`src/rtl/adder_sub_ctrl.sv`:
```
// rtl/adder_sub_ctrl.sv - command/response sequencer around an external adder_sub datapath.
// One operation in flight; carry chains across ADC/SBB via a stored carry flag.
module adder_sub_ctrl #(
  parameter int WIDTH   = 8,
  parameter int TIMEOUT = 8
) (
  input  logic             clk,
  input  logic             reset_n,
  input  logic             cmd_valid,
  output logic             cmd_ready,
  input  logic [1:0]       cmd_op,
  input  logic [WIDTH-1:0] cmd_a,
  input  logic [WIDTH-1:0] cmd_b,
  output logic [WIDTH-1:0] A,
  output logic [WIDTH-1:0] B,
  output logic             add_en,
  output logic             sub_en,
  output logic             carry_in,
  input  logic [WIDTH-1:0] data_out,
  input  logic             carry_out,
  input  logic             out_en,
  output logic             rsp_valid,
  input  logic             rsp_ready,
  output logic [WIDTH-1:0] rsp_data,
  output logic             rsp_carry,
  output logic             rsp_err,
  output logic [15:0]      op_count
);

  localparam int TW = (TIMEOUT > 1) ? $clog2(TIMEOUT) : 1;

  typedef enum logic [1:0] {S_IDLE, S_ISSUE, S_WAIT, S_RESP} state_t;

  state_t           state_q, state_d;
  logic             cmd_ready_q, cmd_ready_d;
  logic [WIDTH-1:0] a_q, a_d, b_q, b_d;
  logic             add_en_q, add_en_d, sub_en_q, sub_en_d;
  logic             carry_in_q, carry_in_d;
  logic             rsp_valid_q, rsp_valid_d;
  logic [WIDTH-1:0] rsp_data_q, rsp_data_d;
  logic             rsp_carry_q, rsp_carry_d;
  logic             rsp_err_q, rsp_err_d;
  logic             carry_flag_q, carry_flag_d;
  logic [15:0]      op_count_q, op_count_d;
  logic [TW-1:0]    timer_q, timer_d;

  always_ff @(posedge clk or negedge reset_n) begin
    if (!reset_n) begin
      state_q      <= S_IDLE;
      cmd_ready_q  <= 1'b0;
      a_q          <= '0;
      b_q          <= '0;
      add_en_q     <= 1'b0;
      sub_en_q     <= 1'b0;
      carry_in_q   <= 1'b0;
      rsp_valid_q  <= 1'b0;
      rsp_data_q   <= '0;
      rsp_carry_q  <= 1'b0;
      rsp_err_q    <= 1'b0;
      carry_flag_q <= 1'b0;
      op_count_q   <= '0;
      timer_q      <= '0;
    end else begin
      state_q      <= state_d;
      cmd_ready_q  <= cmd_ready_d;
      a_q          <= a_d;
      b_q          <= b_d;
      add_en_q     <= add_en_d;
      sub_en_q     <= sub_en_d;
      carry_in_q   <= carry_in_d;
      rsp_valid_q  <= rsp_valid_d;
      rsp_data_q   <= rsp_data_d;
      rsp_carry_q  <= rsp_carry_d;
      rsp_err_q    <= rsp_err_d;
      carry_flag_q <= carry_flag_d;
      op_count_q   <= op_count_d;
      timer_q      <= timer_d;
    end
  end

  always_comb begin
    state_d      = state_q;
    cmd_ready_d  = 1'b0;
    a_d          = a_q;
    b_d          = b_q;
    add_en_d     = add_en_q;
    sub_en_d     = sub_en_q;
    carry_in_d   = carry_in_q;
    rsp_valid_d  = rsp_valid_q;
    rsp_data_d   = rsp_data_q;
    rsp_carry_d  = rsp_carry_q;
    rsp_err_d    = rsp_err_q;
    carry_flag_d = carry_flag_q;
    op_count_d   = op_count_q;
    timer_d      = timer_q;

    case (state_q)
      S_IDLE: begin
        cmd_ready_d = 1'b1;
        // Datapath controls are registered at acceptance so they are live during ISSUE.
        if (cmd_valid && cmd_ready_q) begin
          state_d     = S_ISSUE;
          cmd_ready_d = 1'b0;
          a_d         = cmd_a;
          b_d         = cmd_b;
          add_en_d    = ~cmd_op[0];
          sub_en_d    = cmd_op[0];
          carry_in_d  = cmd_op[1] & carry_flag_q;
        end
      end
      S_ISSUE: begin
        timer_d = '0;
        state_d = S_WAIT;
      end
      S_WAIT: begin
        if (out_en) begin
          rsp_data_d   = data_out;
          rsp_carry_d  = carry_out;
          carry_flag_d = carry_out;
          rsp_err_d    = 1'b0;
          op_count_d   = op_count_q + 16'd1;
          rsp_valid_d  = 1'b1;
          add_en_d     = 1'b0;
          sub_en_d     = 1'b0;
          carry_in_d   = 1'b0;
          state_d      = S_RESP;
        end else if (timer_q == TW'(TIMEOUT - 1)) begin
          rsp_data_d   = '0;
          rsp_carry_d  = 1'b0;
          carry_flag_d = 1'b0;
          rsp_err_d    = 1'b1;
          rsp_valid_d  = 1'b1;
          add_en_d     = 1'b0;
          sub_en_d     = 1'b0;
          carry_in_d   = 1'b0;
          state_d      = S_RESP;
        end else begin
          timer_d = timer_q + TW'(1);
        end
      end
      S_RESP: begin
        if (rsp_ready) begin
          rsp_valid_d = 1'b0;
          cmd_ready_d = 1'b1;
          state_d     = S_IDLE;
        end
      end
      default: state_d = S_IDLE;
    endcase
  end

  assign cmd_ready = cmd_ready_q;
  assign A         = a_q;
  assign B         = b_q;
  assign add_en    = add_en_q;
  assign sub_en    = sub_en_q;
  assign carry_in  = carry_in_q;
  assign rsp_valid = rsp_valid_q;
  assign rsp_data  = rsp_data_q;
  assign rsp_carry = rsp_carry_q;
  assign rsp_err   = rsp_err_q;
  assign op_count  = op_count_q;

endmodule

```
`config.mk`:
```
export PLATFORM = sky130hd
export DESIGN_NAME = adder_sub_ctrl
export DESIGN_NICKNAME = d
export VERILOG_FILES = /design/src/rtl/adder_sub_ctrl.sv
export SDC_FILE = /design/constraint.sdc
export NUM_CORES = 1
export LEC_CHECK = 0
export ABC_AREA = 0
export BUFFER_PORTS_ARGS = -buffer_cell sky130_fd_sc_hd__buf_2
export CORE_MARGIN = 1
export CORE_UTILIZATION = 44
export DETAILED_ROUTE_END_ITERATION = 6
export GPL_TIMING_DRIVEN = 0
export PLACE_DENSITY = 0.8
export SYNTH_ARGS = -nofsm -noshare
export SYNTH_HDL_FRONTEND = slang
export SYNTH_SLANG_ARGS = --single-unit
export TNS_END_PERCENT = 1
```
`constraint.sdc`:
```
create_clock -name clk -period 1.5 [get_ports clk]
set_input_delay 0.15 -clock clk [delete_from_list [all_inputs] [get_ports clk]]
set_output_delay 0.15 -clock clk [all_outputs]
set_load 0.01 [all_outputs]
```
; ---- Yosys cells after proc, flatten, opt, wreduce, memory -nomap -nowiden
; Cells that the tools add are included.
[classes]
add_sub_neg = 2
n_eq_ne = 9
muxes = 27
bitwise = 2
n_reduce_logical = 13
[op_table]
columns = operator, count
row1 = $add 16x1->16 const B, 1
row2 = $mux 8, 2
row3 = $mux 1, 12
row4 = $reduce_and 3->1, 4
row5 = $pmux 1 s2, 5
row6 = $mux 2, 4
row7 = $ne 2x2->1 const B, 4
row8 = $pmux 2 s4, 1
row9 = $reduce_bool 2->1, 4
row10 = $mux 3, 2
row11 = $pmux 3 s2, 1
row12 = $reduce_and 2->1, 3
row13 = $eq 2x2->1 const B, 2
row14 = $add 3x1->3 const B, 1
row15 = $eq 3x3->1 const B, 1
row16 = $ne 3x3->1 const B, 1
row17 = $eq 2x1->1 const B, 1
row18 = $logic_not 2->1, 1
row19 = $and 1x1->1, 1
row20 = $logic_and 1x1->1, 1
row21 = $not 1->1, 1
[totals]
ff_bits = 52
input_bits = 32

; ---- Longest topological paths before layout
[logic_depth]
ltp_word = 4
depth_mapped = 6
depth_no_buf = 6

; ---- Worst setup path after synthesis
; OpenSTA, ideal clock, no wires.
[synth_path]
path_kind = reg2reg
start = reg timer_q[0]
end = reg timer_q[2]
t_arrival_ns = 1.497
required_ns = 1.379
slack_ns = -0.118
stages_incl_launch_ff = 6
path_buffers = 0
period_less_slack_ns = 1.618
path_cell_list = dfrtp_1 ha_1 ha_1 nor2_4 mux2_2 a22o_1
[synth_between]
elab_chain_len = 4
elab_cells_between_ends = 7
classes_between = add/sub: 1 / eq/ne: 2 / mux: 3 / reduce/logical: 1
[synth_rtl]
columns = item, line
row1 = "start, declared", 45  ; logic [TW-1:0] timer_q, timer_d;
row2 = "start signal, assigned", 77  ; timer_q <= timer_d;
row3 = $add 3x1->3, 138  ; timer_d = timer_q + TW'(1);
row4 = $mux 3, 127  ; end else if (timer_q == TW'(TIMEOUT - 1)) begin
row5 = $mux 3, 116  ; if (out_en) begin
row6 = $pmux 3 s2, 97  ; case (state_q)
; Parallel ways exist; a longest one is shown, timed or not. The select of a mux whose other input is x is not followed.
; A chain may end at the register's enable or synchronous reset.

; ---- Worst setup path in the final report
[layout_path]
start = reg timer_q[0]
end = reg state_q[1]
[layout_between]
elab_chain_len = 3
[layout_rtl]
columns = item, line
row1 = $eq 3x3->1, 127
row2 = $ne 3x3->1 (no line), n/a
row3 = $reduce_and 3->1 (no line), n/a
row4 = "end signal, assigned", 64  ; state_q <= state_d;
row5 = "end, declared", 34  ; state_t state_q, state_d;
; No other way between the ends.

==> impl_metrics.csv <==
group,metric,value,unit
global_routing,grt_util_all_layers,17.5,%
worst_hold_path,min_path_type,"input pin to asynchronous set/reset pin",
synth,yosysTopAreaCellShare,58.0,%
worst_setup_path,required,1.68,ns
placed_design,place.gp.congestion,0.751,
placed_design,hpwlAfterDp,3070,um
detailed_routing,routed_via_density,5.02,
synth,yosysSeqAreaShare,58.0,%
sta,hold_ws,0.0735,ns
layout,nNetsFinal,300,
outcome,status,"complete, but fails checks",
flow_run,maxCapViolCount,0,
detailed_routing,drt_wl_total,4500,um
global_routing,grt_pass1_wl,7180,um
power_and_ir_drop,seq_power_share,41.3,%
die,die_w,73.4,um
sta,hold_violations,0,
worst_setup_path,crit_path_max_fanout,5,
power_and_ir_drop,netSwitchingFraction,34.8,%
sta,setup_viol,9,
detailed_routing,antenna_left,0,
clocking,clkLatencyLatePin,0.29,ns
sta,fin_tns_setup,-0.627,ns
power_and_ir_drop,p_int,0.00353,W
die,core,4820,um^2
global_routing,grt_max_degree,53,
synth,netlist_top_cells_count,"dfrtp_1 (52), mux2_2 (19), a22o_1 (14)",
detailed_routing,first_pass_iters,4,
sta,fmax,0.625,GHz
power_and_ir_drop,p_sw,0.00188,W
power_and_ir_drop,pwr-share-comb,45.3,%
clocking,cts-root-buf,"clkbuf_8",
synth,yosys_register_bits,52,
clocking,clock_path_buffers,2,
sta,fin_crit,1.60,ns
detailed_routing,dr.first_iter.drc_count,44,
clocking,clkSinkCount,52,
global_routing,grt_overflow,0,
worst_setup_path,crit_slowest_cell,"dfrtp_1",
clocking,holdBufCountCts,0,
sta,slew_viol_final,0,
global_routing,grt_antenna_before_repair,0,
worst_setup_path,cp-start-kind,"flip-flop",
synth,ys_top_cells_by_area,"dfrtp_1 (58%), mux2_2 (9.5%), a22o_1 (5.5%)",
synth,syn_area_per_cell,13.6,um^2
synth,async_flop_share,100,%
detailed_routing,num_vias,1641,
clocking,numCtsBuffers,5,
sta,post-route-period-util,107,%
synth,syn_inst,165,
worst_setup_path,arrival,1.78,ns
power_and_ir_drop,power.share.clock,13.4,%
synth,ys_types,28,
die,ios,79,
power_and_ir_drop,power.density,1790,nW/um^2
sta,setup_slack,-0.101,ns
clocking,path_clk_slew,0.08,ns
die,floorplan.initialDensity,46.6,%
synth,synth_ff_type,"dfrtp_1",
worst_setup_path,cp_slowest_stage_delay,0.37,ns
detailed_routing,drc_errors,0,
power_and_ir_drop,leakagePower,1.59,nW
detailed_routing,wire_per_inst,13.8,um
clocking,cts_tree,"done",
layout,final_layout_size_suffix_gt1_share,53.8,%
die,rows,25,
synth,yosys_warnings,0,
synth,yosysTopAreaCell,"dfrtp_1",
placed_design,io_buffers,78,
synth,synth-edff-count,0,
synth,syn_area,2240,um^2
worst_setup_path,path_cells,"ha_2, ha_4, nor2_4, a22o_4, a21oi_4, mux2_4",
die,die_height,73.4,um
power_and_ir_drop,ir_drop,0.000930,V
die,die_area,5390,um^2
layout,diodes,0,
global_routing,grt_pass1_vias,1572,
worst_setup_path,worst-setup-path-type,"flip-flop to flip-flop",
clocking,cts_htree_levels,2,
sta,skew,0.00355,ns
synth,synth_fp_nets,205,
outcome,violations,"negative setup slack",
sta,max-slew-margin-rel,25.0,%
layout,n_fill_cell,400,
sta,worst_pin_slew,1.13,ns
worst_setup_path,cp-end-kind,"flip-flop",
sta,rsz0062_at_grt,"true",
layout,syn2layout_area_growth,34.6,%
synth,synth.most_common_cell,"dfrtp_1",
-- area by class of cell --
class,instances,area (um^2),area share [%]
Clock inverter,1,5.00,0.166
Multi-Input combinational cell,106,1020,33.9
Clock buffer,6,72.6,2.40
Sequential cell,52,1300,43.1
Inverter,3,11.3,0.373
Timing Repair Buffer,88,473,15.7
Buffer,4,48.8,1.62
Tap cell,67,83.8,2.78
-- per-stage QoR --
step                      utilization, %  power [W]  area (um^2)  worst slack [ns]  cells
final                               62.7    0.00542         3020            -0.101    327
after global routing                62.7    0.00580         3020            -0.153    327
after detailed placement            56.8    0.00416         2740            -0.283    310
after floorplan                        -    0.00342         2260           -0.0616    165
after CTS                           61.5    0.00528         2960            -0.118    325
after global placement              56.8    0.00406         2740            -0.256    310
-- power by group through the flow --
stage	registers [W]	logic, W	clock network [W]
floorplan	0.00243	0.000990	0
global route	0.00230	0.00268	0.000821
global placement	0.00223	0.00183	0
CTS	0.00223	0.00229	0.000756
detailed placement	0.00225	0.00191	0
finish	0.00224	0.00245	0.000727
-- routing by layer --
metal	vias to the layer above	global-route usage [%]	part of all wire [%]
met5	-	0	0
met3	6	4.80	5.2
li1	770	-	-
met2	45	29.2	50
met1	820	21.9	44
met4	0	5.98	0.87
-- path summary, 6_finish.rpt --
path,slack [ns],start,cells past startpoint,end
max reg2reg,-0.10,timer_q[0]$_DFFE_PN0P_,6,state_q[1]$_DFFE_PN0P_
max in group asynchronous,0.75,reset_n,1,A[1]$_DFFE_PN0P_
max,-0.10,timer_q[0]$_DFFE_PN0P_,6,state_q[1]$_DFFE_PN0P_
min reg2reg,0.47,op_count[15]$_DFFE_PN0P_,1,op_count[15]$_DFFE_PN0P_
min in group clk,0.08,data_out[6],2,rsp_data[6]$_DFFE_PN0P_
min,0.07,reset_n,1,op_count[10]$_DFFE_PN0P_
-- logic make-up after synthesis --
group | count (synthesis) | synth area share (%)
flops | 52 | 58.0
simple gates | 39 | 11.2
mux | 24 | 12.0
compound gates | 19 | 6.75
xor+xnor | 16 | 6.25
fa+ha+maj | 8 | 4.46
buf+inv | 7 | 1.39
-- sequential cells by signal, summed over array words and instances (netlist names) --
signal / flops
op_count: 16
A: 8
B: 8
rsp_data: 8
timer_q: 3
state_q: 2
add_en: 1
carry_flag_q: 1
carry_in: 1
cmd_ready: 1
rsp_err: 1
rsp_valid: 1
sub_en: 1
-- layout by cell type, fill, tap and decap left out, drive strengths merged --
cell type / n
buf: 92
o21ai: 2
nor2: 12
nand4: 4
mux2i: 1
and2: 1
dfrtp: 52
xnor2: 9
nand2: 8
nor4: 1
and3: 4
a21oi: 3
a22o: 14
nand3: 8
inv: 3
nor2b: 1
clkinv: 1
ha: 8
mux2: 23
xor2: 7
clkbuf: 6
-- critical path: cells and delay by family, from the launching register on --
kind / cells / cell delay [ns]
AND/OR/NAND/NOR: 1 / 0.06
flip-flops: 1 / 0.37
multiplexers: 1 / 0.31
AO/OA/AOI/OAI: 2 / 0.39
adder cells (fa/ha/maj): 2 / 0.35
-- what timing repair did --
item | CTS | global route
setup endpoints to repair | 42 | 34
buffers inserted | 8 | 2
pin swaps | 9 | 7
resized for setup | 19 | 12
(Power assumes the default switching activity.)
